## src/rtl/hazard_pkg.sv

```systemverilog
// Shared types and helpers for the hazard scoreboard: slot layout, the "operand unused"
// use-time code and the register-file forward select.
package hazard_pkg;

   localparam int HZ_AW_MAX = 8;
   localparam int HZ_TW_MAX = 4;
   localparam int T_UNUSED  = 3;
   localparam int SEL_GRF   = 0;

   localparam logic [HZ_TW_MAX-1:0] T_ONE = 1;

   // Slot fields are sized for the widest supported configuration; narrower
   // register numbers and timers are zero-extended into them.
   typedef struct packed {
      logic                 valid;
      logic [HZ_AW_MAX-1:0] A3;
      logic [HZ_TW_MAX-1:0] Tnew;
   } hz_entry_t;

   function automatic logic [HZ_TW_MAX-1:0] satDec(input logic [HZ_TW_MAX-1:0] t);
      return (t == '0) ? '0 : t - T_ONE;
   endfunction

endpackage

```

## src/rtl/hazard_entry.sv

```systemverilog
// One scoreboard slot: captures the entry from the stage above with its time-to-ready
// decremented, or becomes a bubble.
module hazard_entry
   import hazard_pkg::*;
(
   input  logic                 clk,
   input  logic                 reset,
   input  logic                 bubble_i,
   input  logic                 valid_i,
   input  logic [HZ_AW_MAX-1:0] a3_i,
   input  logic [HZ_TW_MAX-1:0] tnew_i,
   output logic                 valid_o,
   output logic [HZ_AW_MAX-1:0] a3_o,
   output logic [HZ_TW_MAX-1:0] tnew_o
);

   hz_entry_t entryQ, entryD;

   always_comb begin
      entryD = '0;
      if (!bubble_i) begin
         entryD.valid = valid_i;
         entryD.A3    = a3_i;
         entryD.Tnew  = satDec(tnew_i);
      end
   end

   always_ff @(posedge clk or negedge reset) begin
      if (!reset) begin
         entryQ <= '0;
      end else begin
         entryQ <= entryD;
      end
   end

   assign valid_o = entryQ.valid;
   assign a3_o    = entryQ.A3;
   assign tnew_o  = entryQ.Tnew;

endmodule

```

## src/rtl/hazard_scoreboard.sv

```systemverilog
// Depth-generic hazard/forwarding controller for the D stage of the MIPS pipeline.
// Define HAZARD_MDU_STALL_EN to build the multiply/divide busy interlock.
module hazard_scoreboard
   import hazard_pkg::*;
#(
   parameter int NSTAGE  = 3,
   parameter int REG_AW  = 5,
   parameter int TW      = 2,
   parameter int MUL_LAT = 5,
   parameter int DIV_LAT = 10
) (
   input  logic                          clk,
   input  logic                          reset,
   input  logic [REG_AW-1:0]             D_rs,
   input  logic [REG_AW-1:0]             D_rt,
   input  logic [TW-1:0]                 D_T_rs_use,
   input  logic [TW-1:0]                 D_T_rt_use,
   input  logic [REG_AW-1:0]             D_A3,
   input  logic                          D_RegWrite,
   input  logic [TW-1:0]                 D_T_new,
   input  logic                          D_start,
   input  logic                          D_is_div,
   input  logic                          D_md_use,
   input  logic                          flush,
   output logic                          stall,
   output logic [$clog2(NSTAGE+1)-1:0]   fwd_sel_rs,
   output logic [$clog2(NSTAGE+1)-1:0]   fwd_sel_rt,
   output logic                          busy
);

   localparam int SW = $clog2(NSTAGE+1);
   localparam logic [TW-1:0] TU = TW'(T_UNUSED);

   logic                 stValid [1:NSTAGE];
   logic [HZ_AW_MAX-1:0] stA3    [1:NSTAGE];
   logic [HZ_TW_MAX-1:0] stTnew  [1:NSTAGE];

   logic [HZ_AW_MAX-1:0] rsExt, rtExt;
   logic                 hitRs, hitRt;
   logic [SW-1:0]        selRs, selRt;
   logic [HZ_TW_MAX-1:0] tnewRs, tnewRt;
   logic                 stallRs, stallRt, mduStall;

   // Stage 1 is fed from D; the last stage keeps advancing through a flush so W retires.
   for (genvar k = 1; k <= NSTAGE; k++) begin : g_stage
      if (k == 1) begin : g_head
         hazard_entry u_entry (
            .clk      (clk),
            .reset    (reset),
            .bubble_i (stall | flush),
            .valid_i  (D_RegWrite && (D_A3 != '0)),
            .a3_i     (HZ_AW_MAX'(D_A3)),
            .tnew_i   (HZ_TW_MAX'(D_T_new)),
            .valid_o  (stValid[k]),
            .a3_o     (stA3[k]),
            .tnew_o   (stTnew[k])
         );
      end else begin : g_tail
         hazard_entry u_entry (
            .clk      (clk),
            .reset    (reset),
            .bubble_i ((k < NSTAGE) ? flush : 1'b0),
            .valid_i  (stValid[k-1]),
            .a3_i     (stA3[k-1]),
            .tnew_i   (stTnew[k-1]),
            .valid_o  (stValid[k]),
            .a3_o     (stA3[k]),
            .tnew_o   (stTnew[k])
         );
      end
   end

   assign rsExt = HZ_AW_MAX'(D_rs);
   assign rtExt = HZ_AW_MAX'(D_rt);

   // Scanning oldest-to-youngest lets the youngest match overwrite older ones.
   always_comb begin
      hitRs  = 1'b0;
      hitRt  = 1'b0;
      selRs  = '0;
      selRt  = '0;
      tnewRs = '0;
      tnewRt = '0;
      for (int k = NSTAGE; k >= 1; k--) begin
         if (stValid[k] && (stA3[k] == rsExt) && (rsExt != '0)) begin
            hitRs  = 1'b1;
            selRs  = SW'(k);
            tnewRs = stTnew[k];
         end
         if (stValid[k] && (stA3[k] == rtExt) && (rtExt != '0)) begin
            hitRt  = 1'b1;
            selRt  = SW'(k);
            tnewRt = stTnew[k];
         end
      end
   end

   assign stallRs = hitRs && (D_T_rs_use != TU) && (tnewRs > HZ_TW_MAX'(D_T_rs_use));
   assign stallRt = hitRt && (D_T_rt_use != TU) && (tnewRt > HZ_TW_MAX'(D_T_rt_use));
   assign stall   = stallRs | stallRt | mduStall;

   assign fwd_sel_rs = (hitRs && (tnewRs == '0)) ? selRs : SW'(SEL_GRF);
   assign fwd_sel_rt = (hitRt && (tnewRt == '0)) ? selRt : SW'(SEL_GRF);

`ifdef HAZARD_MDU_STALL_EN
   localparam int MAX_LAT = (DIV_LAT > MUL_LAT) ? DIV_LAT : MUL_LAT;
   localparam int CW      = $clog2(MAX_LAT + 1);
   localparam logic [CW-1:0] CNT_ONE = 1;

   logic [CW-1:0] mduCntQ, mduCntD;
   logic          startQ, startD;
   logic          mduLoad;

   assign mduLoad = D_start && !stall && !flush;

   // A flush leaves the counter alone: the MDU operation already issued still runs to completion.
   always_comb begin
      startD  = mduLoad;
      mduCntD = (mduCntQ != '0) ? mduCntQ - CNT_ONE : '0;
      if (mduLoad) begin
         mduCntD = D_is_div ? CW'(DIV_LAT) : CW'(MUL_LAT);
      end
   end

   always_ff @(posedge clk or negedge reset) begin
      if (!reset) begin
         mduCntQ <= '0;
         startQ  <= 1'b0;
      end else begin
         mduCntQ <= mduCntD;
         startQ  <= startD;
      end
   end

   assign busy     = (mduCntQ != '0) | startQ;
   assign mduStall = D_md_use && busy;
`else
   logic unusedMdu;

   assign unusedMdu = ^{D_start, D_is_div, D_md_use};
   assign busy      = 1'b0;
   assign mduStall  = 1'b0;
`endif

endmodule
```

## config.mk

```make
export PLATFORM = sky130hd
export DESIGN_NAME = hazard_scoreboard
export DESIGN_NICKNAME = d
export VERILOG_FILES = /design/src/rtl/hazard_pkg.sv /design/src/rtl/hazard_entry.sv /design/src/rtl/hazard_scoreboard.sv
export SDC_FILE = /design/constraint.sdc
export NUM_CORES = 1
export LEC_CHECK = 0
export ABC_AREA = 1
export ABC_CLOCK_PERIOD_IN_PS = 4100
export CORE_ASPECT_RATIO = 0.5
export CORE_MARGIN = 4
export CORE_UTILIZATION = 40
export CTS_BUF_LIST = sky130_fd_sc_hd__clkbuf_8
export DETAILED_ROUTE_END_ITERATION = 16
export GPL_ROUTABILITY_DRIVEN = 0
export PLACE_DENSITY_LB_ADDON = 0.1
export SYNTH_ARGS = -nofsm -noshare
export SYNTH_HDL_FRONTEND = slang
export SYNTH_SLANG_ARGS = --single-unit
```

## constraint.sdc

```tcl
create_clock -name clk -period 4.1 [get_ports clk]
set_input_delay 0.41 -clock clk [delete_from_list [all_inputs] [get_ports clk]]
set_output_delay 0.41 -clock clk [all_outputs]
set_load 0.02 [all_outputs]
```

### Word-level counts from Yosys, hierarchy flattened

Index checks and enable logic that the tools add are counted.

| operators by class | value |
|---|---|
| add/sub/neg operators | 3 |
| $mul | 0 |
| divide/modulo/power cells | 0 |
| $lt $le $gt $ge | 2 |
| eq/ne operators | 8 |
| shift operators | 0 |
| multiplexer cells | 25 |
| bitwise operators | 2 |
| reductions and logical operators | 27 |

Operators by type and width:

| cell | number |
|---|---|
| $eq 8x5->1 | 6 |
| $mux 4 | 9 |
| $mux 13 | 2 |
| $logic_not 4->1 | 5 |
| $logic_and 1x1->1 | 19 |
| $mux 2 | 8 |
| $reduce_bool 8->1 | 2 |
| $gt 4x2->1 | 2 |
| $sub 4x1->4 const B | 2 |
| $mux 1 | 6 |
| $reduce_bool 5->1 | 1 |
| $ne 2x2->1 const B | 2 |
| $sub 2x1->3 const B | 1 |
| $or 1x1->1 | 2 |

| storage, ports and cells | value |
|---|---|
| register bits | 39 |
| latch bits | 0 |
| memory bits (writable) | 0 |
| memory bits (read-only) | 0 |
| memories kept | 0 |

### Longest topological paths before layout

Gate-level depths: netlist of the first run.

| depth | value |
|---|---|
| depth in word-level cells | 11 |
| gate-level depth with buffers | 19 |

### Hierarchy

Synthesis of the first run repeated with hierarchy kept, for this count alone.

| unflattened totals | value |
|---|---|
| cell total of the unflattened synthesis | 401 |
| area total of the unflattened synthesis | 2661.3 µm² |

By module, submodules not included:

| module | instances | cells each | area an instance (µm²) |
|---|---|---|---|
| hazard_entry | 3 | 49 | 506.7 |
| hazard_scoreboard | 1 | 254 | 1141.1 |

### Worst setup path before layout of the first run

Ideal clock, no wire load.

| timing path | value |
|---|---|
| path type | input to output |
| from | in D_rs[2] |
| to | out stall |
| data arrival time | 1960 ps |
| slack | 1730 ps |
| stages | 17 |
| path buffers | 0 |
| cell sequence | inv_1 -> nand2_1 -> nand2_1 -> nand2_1 -> nor2_2 -> nand2_1 -> nand2_1 -> nor2_1 -> o22ai_1 -> inv_1 -> ha_1 -> inv_1 -> nor2_1 -> o21ai_0 -> nand2_1 -> nand2_2 -> nand2_1 |

| on the way | value |
|---|---|
| word-level cells in the longest chain between the ends | 9 |

RTL lines:

| element | RTL line | source |
|---|---|---|
| from (decl) | hazard_scoreboard.sv:14 | `input logic [REG_AW-1:0] D_rs,` |
| $eq 8x5->1 | hazard_scoreboard.sv:85 | `if (stValid[k] && (stA3[k] == rsExt) && (rsExt != '0)) begin` |
| $logic_and 1x1->1 (2 in series) | hazard_scoreboard.sv:85 |  |
| $mux 4 / $mux 1 (equally long branches) (3 in series) | hazard_scoreboard.sv:85 |  |
| $gt 4x2->1 / $logic_and 1x1->1 (equally long branches) | hazard_scoreboard.sv:98 | `assign stallRs = hitRs && (D_T_rs_use != TU) && (tnewRs > HZ_TW_MAX'(D_T_rs_use));` |
| $logic_and 1x1->1 (*) | hazard_scoreboard.sv:98 |  |
| $or 1x1->1 (*) | hazard_scoreboard.sv:100 | `assign stall = stallRs \| stallRt \| mduStall;` |
| to (decl) | hazard_scoreboard.sv:25 | `output logic stall,` |

Every way passes the cells marked *; elsewhere a longest branch is shown, timed or not.

### Final worst setup path of the first run

| timing path | value |
|---|---|
| from | in D_rs[3] |
| to | out stall |

The elaborated chain is that of the path after synthesis.

==> summary.txt, run 1 <==
Final layout
  • Fraction of layout cells with a size suffix above 1: 10.75%
  • Commonest non-fill, non-tap cells in the layout: nand2_1 (98), inv_1 (51), nor2_1 (36), dfrtp_1 (29), clkdlybuf4s50_1 (29)
  • Non-Filler Instances: 401
  • Post-layout net count: 368
  • Most common cell after layout, fill and taps aside: nand2_1
  • Ant diodes: 0
  • Layout area overhead: 25.11%

Worst setup path
  • Crit Path Class: in2out
  • CP Max Fanout: 5
  • Critical Path Source: D_rs[3]
  • RR Startpoint: g_stage[2].g_tail.u_entry.a3_o[3]
  • Critical path launch point type: input pin
  • Critical Path RT: 3.69 ns
  • Worst EP arrival: 3.32 ns
  • Kind of end point of the critical path: primary output

Die
  • Die Wd: 107.1 um
  • Io pins: 34
  • Die area: 6161 um2
  • Die height: 57.54 um
  • Rows: 17
  • Initial Util: 42.93%
  • CORE AREA: 4573 um2

GRT
  • First-pass GRT wire length: 7969 um
  • Largest net degree at the start of global routing: 30
  • Gr busiest metal: met2
  • Total grt overflow: 0
  • Initial antenna violation count: 0
  • GRT met3 Usage: 4.068%
  • Met1 global-route usage: 22.73%
  • Vias in the first global route: 1771
  • Total track usage: 16.55%
  • GRT met2 Usage: 26.13%

Logic synthesis
  • Number of synthesized register bits: 29
  • Mapped cell area: 1963 um2
  • Yosys warns: 0
  • Synthesized area per cell: 6.588 um2
  • Mapped Cells: 298
  • Cell variety after synth: 29
  • Sequential share of the synthesized area: 36.97%

Timing
  • Final Cycle Share: 90.86%
  • Slew @ Worst Pin: 0.4988 ns
  • Setup-failing EPs final: 0
  • F_max: 268.4 MHz
  • Slew headroom: 66.64%
  • Slew Viols, Final: 0
  • Final hold vios: 0
  • RSZ-0062 raised after global routing: false
  • Setup Total Neg Slack: 0 ns
  • Worst Skew: 0.003265 ns
  • Tmin final: 3.725 ns

Clocking
  • Clock Path Buffers: 2
  • H-tree depth: 2
  • Clock Tree Root: clkbuf_8
  • Clock slew at reported path FFs: 0.07 ns
  • Clock sinks: 29
  • CTS tree: built
  • # hold bufs at CTS: 0
  • Num CTS Buffers: 5
  • Cts repair resizes: 0
  • Post-CTS Setup Inserts: 0
  • Worst-Skew Late Latency: 0.28 ns

Detailed routing
  • DR WL/cell: 11.85 um
  • DRC: 0
  • Detailed Route WL: 4752 um
  • Initial DRC count: 69
  • Routed Antenna Nets: 0
  • Vias: 1869
  • DR vias/cell: 4.661
  • Initial DRT Pass Iterations: 4

Placement
  • Placed Cells: 393
  • Hpwl dp: 3709 um
  • Port bufs: 29

Run status
  • Status: completed

Pwr
  • Worst VDD drop: 0.1238 mV
  • Static leakage: 1.283 nW
  • Cell Pwr Density: 304.2 nW/um2

Flow run
  • Max_cap viols: 0

Min path
  • Hold Path Class: reg2reg
  • Min-delay src: g_stage[2].g_tail.u_entry.valid_o
[Yosys cell counts]
cell      instances  area share [%]
a21boi_0          1            0.38
conb_1            1            0.19
nor3_2            3             1.5
nand3_4           1            0.89
o22ai_2           1            0.64
nor3_1            4             1.0
o21ai_2           1            0.45
nor2_1           36             6.9
a211oi_1          1            0.38
o21ai_1           1            0.25
buf_4             1            0.38
inv_1            51             9.8
nand2_2           4             1.3
ha_1              6             3.8
o21ai_0          10             2.5
nand3_1           8             2.0
nor2_2            8             2.5
nand2_1          98              19
xor2_1            1            0.45
nand4_1           4             1.3
dfrtp_1          29              37
o211ai_1          1            0.38
a21oi_1          12             3.1
clkbuf_1          1            0.19
or2_2             3            0.96
or2_1             1            0.32
o22ai_1           2            0.64
inv_2             6             1.1
xnor2_1           2            0.89
[stage by stage]
step	worst slack (ns)	hold slack, ns	power, W	utilization (%)	area (um2)
final	0.3749	0.3743	0.0007473	53.71	2456
after global routing	0.04316	0.4064	0.0007845	53.71	2456
after CTS	0.3786	0.3766	0.0007541	53.71	2456
after detailed placement	0.4030	0.3607	0.0004336	51.08	2336
after global placement	0.4496	0.3589	0.0004311	51.08	2336
after floorplan	1.730	0.1144	0.0003813	-	1967
[layer usage]
layer / vias to the layer above / part of all wire (%)
met3: 5 / 6.2
met1: 854 / 49
met4: 0 / 0.76
met5: - / 0
met2: 38 / 44
li1: 972 / -
[cell families after synthesis]
logic type      count (synthesis)  share of synthesized area [%]
other cells                     1                         0.1910
fa+ha+maj                       6                          3.824
simple gates                  170                          37.48
xor+xnor                        3                          1.339
buf+inv                        59                          11.47
flops                          29                          36.97
compound gates                 30                          8.732
[flip-flops by register name, summed over array words and instances, names as in the netlist]
signal,flops
g_stage.g_tail.u_entry.valid_o,2
g_stage.g_head.u_entry.tnew_o,3
g_stage.g_head.u_entry.valid_o,1
g_stage.g_head.u_entry.a3_o,5
g_stage.g_tail.u_entry.tnew_o,8
g_stage.g_tail.u_entry.a3_o,10
[report_power, final]
group	switching [W]	internal [W]
combinational	0.0000679	0.0000493
sequential	0.0000102	0.000301
clock	0.000121	0.000198
total	0.000199	0.000548
[final timing paths]
kind                                                        to  slack, ns  cells after the start
setup / recovery                                         stall       0.37                     18
hold / removal               g_stage[3].g_tail.u_entry.valid_o       0.37                      0
setup reg to reg             g_stage[1].g_head.u_entry.a3_o[2]       1.68                     19
hold reg to reg              g_stage[3].g_tail.u_entry.valid_o       0.37                      0
max in group asynchronous    g_stage[3].g_tail.u_entry.a3_o[1]       3.32                      2
min in group asynchronous  g_stage[1].g_head.u_entry.tnew_o[0]       0.50                      2
[critical path: stages]
cell and delay [ns]:
clkdlybuf4s50_1 0.58, inv_2 0.10, a21oi_1 0.13, nand2_1 0.09
nor2_2 0.13, nand2_1 0.14, nand2_1 0.11, nor2_1 0.04
o22ai_1 0.20, inv_1 0.08, ha_1 0.29, inv_1 0.04
nor2_1 0.07, o21ai_0 0.07, nand2_1 0.08, nand2_2 0.07
nand2_1 0.07, clkdlybuf4s50_1 0.60
[layout make-up]
class                   count  area (um2)
well taps                  66       82.58
inverters                  57       214.0
fillers                   467        2117
repair buffers             30       297.8
clock inverters             2       37.54
flip-flops and latches     29       725.7
multi-input cells         211        1016
clock buffers               6       82.58
No activity file was read; power rests on OpenSTA's default activity.
==> run 2: changes to the inputs <==
Settings changed: GPL_TIMING_DRIVEN set to 0.
==> summary.txt, run 2 (synthesized netlist as in run 1, its figures left out) <==
Run status
  • Status: completed

Final layout
  • Post-layout util: 53.68%
  • Ant diodes: 0
  • Most common cell after layout, fill and taps aside: nand2_1
  • Largest register FFs: 10
  • Layout area overhead: 25.05%
  • Commonest non-fill, non-tap cells in the layout: nand2_1 (98), inv_1 (51), nor2_1 (36), dfrtp_1 (29), clkdlybuf4s50_1 (28)
  • Post-layout net count: 369
  • Fraction of layout cells with a size suffix above 1: 11.01%
  • Non-Filler Instances: 402

Clocking
  • Clock Tree Root: clkbuf_8
  • CTS tree: built
  • Cts repair resizes: 0
  • Clock Path Buffers: 2
  • H-tree depth: 2
  • Clock sinks: 29
  • Num CTS Buffers: 5
  • # hold bufs at CTS: 0
  • Clock slew at reported path FFs: 0.07 ns
  • Post-CTS Setup Inserts: 0
  • Worst-Skew Late Latency: 0.28 ns

Timing
  • Post-layout worst setup margin: 0.3529 ns
  • Final hold vios: 0
  • Worst Skew: 0.004232 ns
  • RSZ-0062 raised after global routing: false
  • Setup-failing EPs final: 0
  • Setup Total Neg Slack: 0 ns
  • Slew @ Worst Pin: 0.6479 ns
  • Slew Viols, Final: 0
  • Slew headroom: 56.81%
  • Final Cycle Share: 91.39%
  • Tmin final: 3.747 ns
  • F_max: 266.9 MHz
  • WHS: 0.1487 ns

Worst setup path
  • RR Startpoint: g_stage[2].g_tail.u_entry.a3_o[3]
  • Crit Path Class: in2out
  • Worst Reg-to-Reg Cells: 19
  • CP Max Fanout: 5
  • RR Endpoint: g_stage[1].g_head.u_entry.a3_o[0]
  • Worst path slowest cell: clkdlybuf4s50_1
  • Largest delay share family, worst path: buffers and inverters
  • Worst EP arrival: 3.34 ns
  • Crit path cell chain: clkdlybuf4s50_1, inv_1, nand2_1, nand2_1, nand2_1, nor2_2, nand2_1, nand2_1, nor2_1, o22ai_1, inv_1, ha_1, inv_1, nor2_1, o21ai_0, nand2_1, nand2_2, nand2_1, clkdlybuf4s50_1
  • Flop-to-flop setup slack: 1.71 ns
  • Most used cell, CP: nand2_1
  • Crit path buf inv count: 5
  • Critical Path RT: 3.69 ns
  • CP max stage delay: 0.60 ns
  • Kind of end point of the critical path: primary output
  • Critical path launch point type: input pin

Flow run
  • Max_cap viols: 0

GRT
  • Largest net degree at the start of global routing: 30
  • Total grt overflow: 0
  • Initial antenna violation count: 0
  • First-pass GRT wire length: 7997 um
  • Vias in the first global route: 1775
  • Total track usage: 16.64%

Placement
  • Worst slack, placed: 0.4029 ns
  • Port bufs: 29
  • Placed Cells: 394
  • Hpwl dp: 3741 um

Detailed routing
  • DRC: 0
  • Initial DRT Pass Iterations: 4
  • Initial DRC count: 81
  • Detailed Route WL: 4728 um
  • DR WL/cell: 11.76 um
  • DR vias/cell: 4.664
  • Vias: 1875
  • Routed Antenna Nets: 0

Pwr
  • Cell Pwr Density: 303.1 nW/um2
  • Static leakage: 1.284 nW
  • Worst VDD drop: 0.1793 mV

Die
  • Io pins: 34
  • Initial Util: 42.93%
  • Die area: 6161 um2
  • Rows: 17
  • Die height: 57.54 um
  • Die Wd: 107.1 um
  • CORE AREA: 4573 um2

Min path
  • Hold Path Class: in2async
==> run 2: how the worst max path moves through the flow <==
| stage | start | end | depth (start not counted) |
|---|---|---|---|
| 2_1_floorplan | D_rs[2] | stall | 17 |
| 3_3_place_gp | D_rs[2] | stall | 19 |
| 3_5_place_dp | D_rs[2] | stall | 19 |
| 4_1_cts | D_rs[2] | stall | 19 |
| 5_1_grt | D_rs[2] | stall | 19 |
| 6_report | D_rs[4] | stall | 19 |
==> run 2: area by class of cell <==
class,instances,area [um2]
buffer,2,11.26
clock buffer,6,82.58
multi-input combinational,211,1016
tap,66,82.58
inverter,57,214.0
timing repair buffer,29,285.3
sequential,29,725.7
fill,447,2118
clock inverter,2,37.54
==> run 2: metrics by stage <==
step           area (um2)   power, W
6_report             2455  0.0007440
5_1_grt              2455  0.0007837
4_1_cts              2460  0.0007524
3_5_place_dp         2340  0.0004344
3_3_place_gp         2340  0.0004315
2_1_floorplan        1967  0.0003813
==> run 2: per-layer routing <==
metal	track usage [%]	vias up	share of wire (%)	routed length [um]
li1	-	973	-	-
met1	22.73	861	50	2380
met2	26.40	37	44	2061
met3	4.746	4	5.3	252
met4	3.643	0	0.72	34
met5	0	-	0	0
==> run 2: power by group <==
part           internal [W]  switching, W  leakage, nW  total, W
sequential         0.000301     0.0000102        0.382  0.000311
clock              0.000197      0.000118       0.0574  0.000316
combinational     0.0000491     0.0000678        0.845  0.000117
==> run 2: worst register-to-register path: stages (launching register included) <==
cell,delay [ns]
dfrtp_1,0.39
inv_1,0.07
nand2_1,0.06
nand2_1,0.05
inv_1,0.04
nand2_1,0.08
nor2_2,0.14
nand2_1,0.15
nand2_1,0.12
nor2_1,0.05
o22ai_1,0.18
inv_1,0.08
ha_1,0.29
inv_1,0.06
nor2_1,0.03
o21ai_0,0.13
nand2_1,0.08
nand2_2,0.08
nand3_4,0.12
nor2_1,0.12
==> run 3: changes to the inputs <==
Settings changed: ABC_CLOCK_PERIOD_IN_PS 4100 to unset.
==> results of run 3 <==
No change in the layout: final DEF, timing and power equal those of run 2.
